File: src/rtl/rvfi_commit_tracker.sv
// Turns writeback-stage retirements into registered RVFI commit pulses, keeps the
// retirement order count, detects the branch-to-self halt idiom and a commit watchdog.
module rvfi_commit_tracker #(
    parameter int unsigned HALT_REPEAT = 2,
    parameter int unsigned TIMEOUT     = 1000
) (
    input  logic        clk,
    input  logic        rst,
    input  logic        wb_valid,
    input  logic        wb_stall,
    input  logic        flush,
    input  logic [31:0] wb_inst,
    input  logic [31:0] wb_pc_rdata,
    input  logic [31:0] wb_pc_wdata,
    input  logic        wb_load_regfile,
    input  logic [4:0]  wb_rd_addr,
    input  logic [31:0] wb_rd_wdata,
    input  logic [31:0] wb_mem_addr,
    input  logic [3:0]  wb_mem_rmask,
    input  logic [3:0]  wb_mem_wmask,
    output logic        commit,
    output logic        halt,
    output logic [63:0] order,
    output logic [31:0] rvfi_inst,
    output logic [31:0] rvfi_pc_rdata,
    output logic [31:0] rvfi_pc_wdata,
    output logic [4:0]  rvfi_rd_addr,
    output logic [31:0] rvfi_rd_wdata,
    output logic [31:0] rvfi_mem_addr,
    output logic [3:0]  rvfi_mem_rmask,
    output logic [3:0]  rvfi_mem_wmask,
    output logic        timeout
);

    // state  | meaning
    // RUN    | normal retirement, no pending self-loop
    // PEND   | at least one self-loop retired, halt threshold not yet met
    // HALTED | halt idiom seen; retirement suppressed until reset
    typedef enum logic [1:0] {RUN, PEND, HALTED} state_t;

    localparam logic [4:0]  HALT_N = 5'(HALT_REPEAT);
    localparam logic [15:0] TO_N   = 16'(TIMEOUT);

    state_t      state, state_nxt;
    logic        ret, self_loop, halt_hit, rd_keep;
    logic [63:0] cnt;
    logic [3:0]  rep;
    logic [15:0] wd, wd_nxt;

    assign self_loop = (wb_pc_wdata == wb_pc_rdata);
    assign ret       = wb_valid & ~wb_stall & ~flush & (state != HALTED);
    assign halt_hit  = ret & self_loop & (({1'b0, rep} + 5'd1) == HALT_N);
    assign rd_keep   = wb_load_regfile & (wb_rd_addr != 5'd0);
    assign halt      = (state == HALTED);

    always_comb begin
        state_nxt = state;
        case (state)
            RUN: begin
                if (halt_hit)              state_nxt = HALTED;
                else if (ret && self_loop) state_nxt = PEND;
            end
            PEND: begin
                if (halt_hit)               state_nxt = HALTED;
                else if (ret && !self_loop) state_nxt = RUN;
            end
            HALTED:  state_nxt = HALTED;
            default: state_nxt = RUN;
        endcase
    end

    // Watchdog stops counting once halted so a clean halt never reads as starvation
    always_comb begin
        wd_nxt = wd;
        if (ret)                                wd_nxt = 16'd0;
        else if (state != HALTED && wd != TO_N) wd_nxt = wd + 16'd1;
    end

    always_ff @(posedge clk or negedge rst) begin
        if (!rst) begin
            state          <= RUN;
            commit         <= 1'b0;
            order          <= 64'd0;
            cnt            <= 64'd0;
            rep            <= 4'd0;
            wd             <= 16'd0;
            timeout        <= 1'b0;
            rvfi_inst      <= 32'd0;
            rvfi_pc_rdata  <= 32'd0;
            rvfi_pc_wdata  <= 32'd0;
            rvfi_rd_addr   <= 5'd0;
            rvfi_rd_wdata  <= 32'd0;
            rvfi_mem_addr  <= 32'd0;
            rvfi_mem_rmask <= 4'd0;
            rvfi_mem_wmask <= 4'd0;
        end else begin
            state   <= state_nxt;
            commit  <= ret;
            wd      <= wd_nxt;
            timeout <= timeout | (wd_nxt == TO_N);
            if (ret) begin
                order          <= cnt;
                cnt            <= cnt + 64'd1;
                rep            <= self_loop ? ((rep == 4'd15) ? rep : rep + 4'd1) : 4'd0;
                rvfi_inst      <= wb_inst;
                rvfi_pc_rdata  <= wb_pc_rdata;
                rvfi_pc_wdata  <= wb_pc_wdata;
                rvfi_rd_addr   <= rd_keep ? wb_rd_addr : 5'd0;
                rvfi_rd_wdata  <= rd_keep ? wb_rd_wdata : 32'd0;
                rvfi_mem_addr  <= wb_mem_addr;
                rvfi_mem_rmask <= wb_mem_rmask;
                rvfi_mem_wmask <= wb_mem_wmask;
            end
        end
    end

endmodule

File: config.mk
export PLATFORM = sky130hd
export DESIGN_NAME = rvfi_commit_tracker
export DESIGN_NICKNAME = d
export VERILOG_FILES = /design/src/rtl/rvfi_commit_tracker.sv
export SDC_FILE = /design/constraint.sdc
export NUM_CORES = 1
export LEC_CHECK = 0
export BUFFER_PORTS_ARGS = -buffer_cell sky130_fd_sc_hd__buf_2
export CAP_MARGIN = 5
export CELL_PAD_IN_SITES_DETAIL_PLACEMENT = 2
export CELL_PAD_IN_SITES_GLOBAL_PLACEMENT = 2
export CORE_UTILIZATION = 32
export DETAILED_ROUTE_END_ITERATION = 12
export PLACE_DENSITY_LB_ADDON = 0.1
export SLEW_MARGIN = 25
export SYNTH_ARGS = -nofsm -noshare
export SYNTH_HDL_FRONTEND = slang
export SYNTH_SLANG_ARGS = --single-unit
File: constraint.sdc
create_clock -name clk -period 3.62 [get_ports clk]
set_clock_uncertainty 0.1 [all_clocks]
set_input_delay 0.181 -clock clk [delete_from_list [all_inputs] [get_ports clk]]
set_output_delay 0.181 -clock clk [all_outputs]
set_load 0.005 [all_outputs]
==> flow_metrics.tcl <==
set metrics [dict create \
    slowest_delay_ps 580 \
    worst-slew-pin-transition_ps 1060 \
    cts.repair_timing.setup_buffer_count 0 \
    synth_commonest_cells "706 x nand2_1, 325 x dfrtp_1, 58 x clkbuf_1" \
    hold_depth 4 \
    boundaryPins 419 \
    power.ir.vdd_worst_mv 0.311 \
    buffer_ports.inserted 418 \
    ys_seq_elements 325 \
    synth_top_area_share_pct 60.1 \
    coreArea_sq_mm 0.0413 \
    final_layout_size_suffix_gt1_share_pct 24.3 \
    grt_start_max_net_pins 178 \
    maxSlewHeadroom_pct 29.1 \
    dpl-instance-area_sq_mm 0.0162 \
    mapped_cell_area_sq_mm 0.0135 \
    yosysWarningCount 0 \
    clock_sink_count 325 \
    layout.cell_area.non_filler_sq_mm 0.0194 \
    worstSkewPairLatency_ps 550 \
    synthFlopType "dfrtp_1" \
    cts.clk_slew.worst_paths_ps 60 \
    syn2layout_area_growth_pct 43.5 \
    number_of_antenna_violations_at_the_first_check_in_global_routing 2 \
    wl_per_cell_microns 20.0 \
    post-synth-top-count-cell "nand2_1" \
    finalSetupViolations 0 \
    timing.reg2reg.worst_path_depth 7 \
    post_synthesis_net_count 1648 \
    cts_htree_levels 2 \
    synth_enable_flop_cells 0 \
    grt_overflow 0 \
    synth_cells 1464 \
    die_height_microns 208 \
    timing.critical_path.cells "dlygate4sd3_1 -> buf_2 -> nor3b_2 -> nand2_4 -> inv_8 -> buf_12 -> nand3_1 -> dlygate4sd3_1 -> nand2_1" \
    postSynthAreaPerCell_sq_um 9.24 \
    route.detailed.drc 0 \
    final_util_pct 47.0 \
    detailroute.via_count 12700 \
    ys_types 48 \
    drtAntennaViolNets 0 \
    cp_data_required_time_ps 4000 \
    grt_use_total_pct 24.4 \
    number_of_logic_stages_on_the_critical_path_including_buffering 9 \
    fp-row-count 74 \
    cts-root-buf "clkbuf_16" \
    timing.final.crit_share_pct 79.2 \
    finish.net_count 2235 \
    post_synth_main_area_contributors "dfrtp_1 60%, nand2_1 20%, xor2_1 3.6%" \
    cts-root-to-sink-buffers 3 \
    run_status "finished, final reports clean" \
    gpl.final_weighted_congestion 0.774 \
    drt_iter0_markers 401 \
    tritoncts "done" \
    cts_resized 0 \
    achievable-frequency_mhz 349 \
    worstSetupEndpointType "flip-flop" \
    worstPathMaxFanout 103 \
    post_synth_arst_share_pct 100 \
    maxSlewViolCount 0 \
    grt_first_pass_wirelength_microns 83300 \
    cap_violations 0 \
    rsz_0062_raised_after_global_routing "false" \
    worstSetupStartpointType "input pin" \
    setup_total_negative_slack_ps 0 \
    cpMostUsedCell "dlygate4sd3_1" \
    final-hold-violation-count 0 \
    timing.critical_path.max_delay_family "buffers and inverters" \
    min_path_type "in -> reg" \
    dp.final_hpwl_microns 32700 \
    routed_wl_microns 52300 \
    worst_ep_arrival_time_ps 3250 \
    cts_inserted_buffers 40 \
    crit_slowest_cell "dlygate4sd3_1" \
    grt_pass1_vias 14800 \
    static-leakage-power_uw 0.0107 \
    cts_hold_repair.buffers 181 \
    r2r_setup_slack_ps 790 \
    effective_utilization_at_floorplan_pct 32.7 \
    synth_top_area_cell "dfrtp_1" \
    timing.final.crit_period_ps 2870 \
    power.density_mw_per_mm2 430 \
    drt_pass1_iterations 4 \
    die_area_sq_mm 0.0431 \
    dieWidth_microns 208 \
    vias_per_cell 4.85 \
    seq_area_frac_synth_pct 60.1 \
    critical_path_buf_inv_count 5 \
    worst-setup-path-type "in -> reg" \
]
## layout by cell type, fill, tap and decap left out, types with 2 or more instances in the layout
cell type / n
clkinv_2: 2
diode_2: 2
clkbuf_16: 41
and4_1: 7
buf_4: 6
and2_1: 5
bufinv_16: 6
ha_1: 5
dlygate4sd3_1: 181
and3_1: 18
xor2_1: 55
nor4_1: 11
o21ai_0: 48
a31oi_1: 3
nand3_1: 38
nand3b_1: 2
nor2_1: 33
clkbuf_1: 4
nor3_1: 12
or4_1: 3
clkinvlp_4: 2
clkbuf_8: 10
buf_12: 5
nand2b_1: 2
mux2i_1: 3
a21oi_1: 6
dfrtp_1: 325
nand2_1: 705
xnor2_1: 53
buf_2: 417
inv_1: 11
nand4_1: 20
or3_1: 4
o41ai_1: 3
nor3_2: 2
o22ai_1: 2
## worst paths after layout
kind | start | endpoint
worst max-delay path | flush | rvfi_rd_addr[0]
max in group asynchronous | rst | cnt[55]
worst max register to register | state[1] | rvfi_rd_addr[0]
worst min-delay path | wb_stall | state[0]
min in group asynchronous | rst | rvfi_inst[11]
worst min register to register | rvfi_rd_addr[3] | rvfi_rd_addr[3]
## sequential cells by signal (all words and copies together), names as in the netlist, 2 cells and up
name and count:
rvfi_mem_wmask 4, wd 16, rvfi_pc_rdata 32, order 64
rep 4, cnt 64, rvfi_pc_wdata 32, rvfi_inst 32
rvfi_rd_wdata 32, rvfi_mem_rmask 4, rvfi_rd_addr 5, state 2
rvfi_mem_addr 32
## worst reg2reg max path, stage by stage, from the launching register on
cell and delay (ps):
dfrtp_1 400, nand2b_1 400, nand2_4 160, inv_8 450, buf_12 450, nand3_1 160, dlygate4sd3_1 580, nand2_1 70
## where the power goes
part | switching, uW | leakage (uW) | internal, uW | total [uW]
registers | 1.15 | 0.00444 | 3630 | 3640
clock network | 1610 | 0.000679 | 2690 | 4300
logic | 197 | 0.00557 | 223 | 420
## kinds of logic (layout without fill, tap and decap cells)
kind of cell	count (synthesis)	after routing	share of synthesized area (%)
xor+xnor	108	108	7.00
flops	325	325	60.1
compound gates	69	69	2.86
simple gates	876	876	27.1
buf+inv	78	689	2.20
other cells	0	2	0
mux	3	3	0.222
fa+ha+maj	5	5	0.463
## layout make-up
type | count | area (sq um)
well taps | 532 | 666
inverters | 13 | 56.3
multi-input cells | 1061 | 5100
diodes | 2 | 5.00
repair buffers | 610 | 4060
flip-flops and latches | 325 | 8130
fillers | 4479 | 21900
clock inverters | 11 | 214
clock buffers | 55 | 1180
## metal layers
metal  share of wire (%)  wire length (microns)  track usage [%]  vias up
met2                  50                  26400             43.2      342
met5                   0                      0                0        -
met4                 4.0                   2080             10.8        0
li1                    -                      -                -     5829
met1                  40                  20800             27.7     6389
met3                 5.9                   3070             6.17       99
## metrics by stage
stage | total power, uW | setup slack (ps) | cells | hold slack (ps)
finish | 8350 | 752 | 2609 | 51.1
global route | 8640 | 588 | 2609 | 64.4
CTS | 8480 | 689 | 2607 | 16.5
detailed placement | 3960 | 929 | 2360 | 78.3
global placement | 3960 | 1020 | 2360 | 72.4
floorplan | 3740 | 1490 | 1464 | -215
Power figures use the tool's default switching activity.
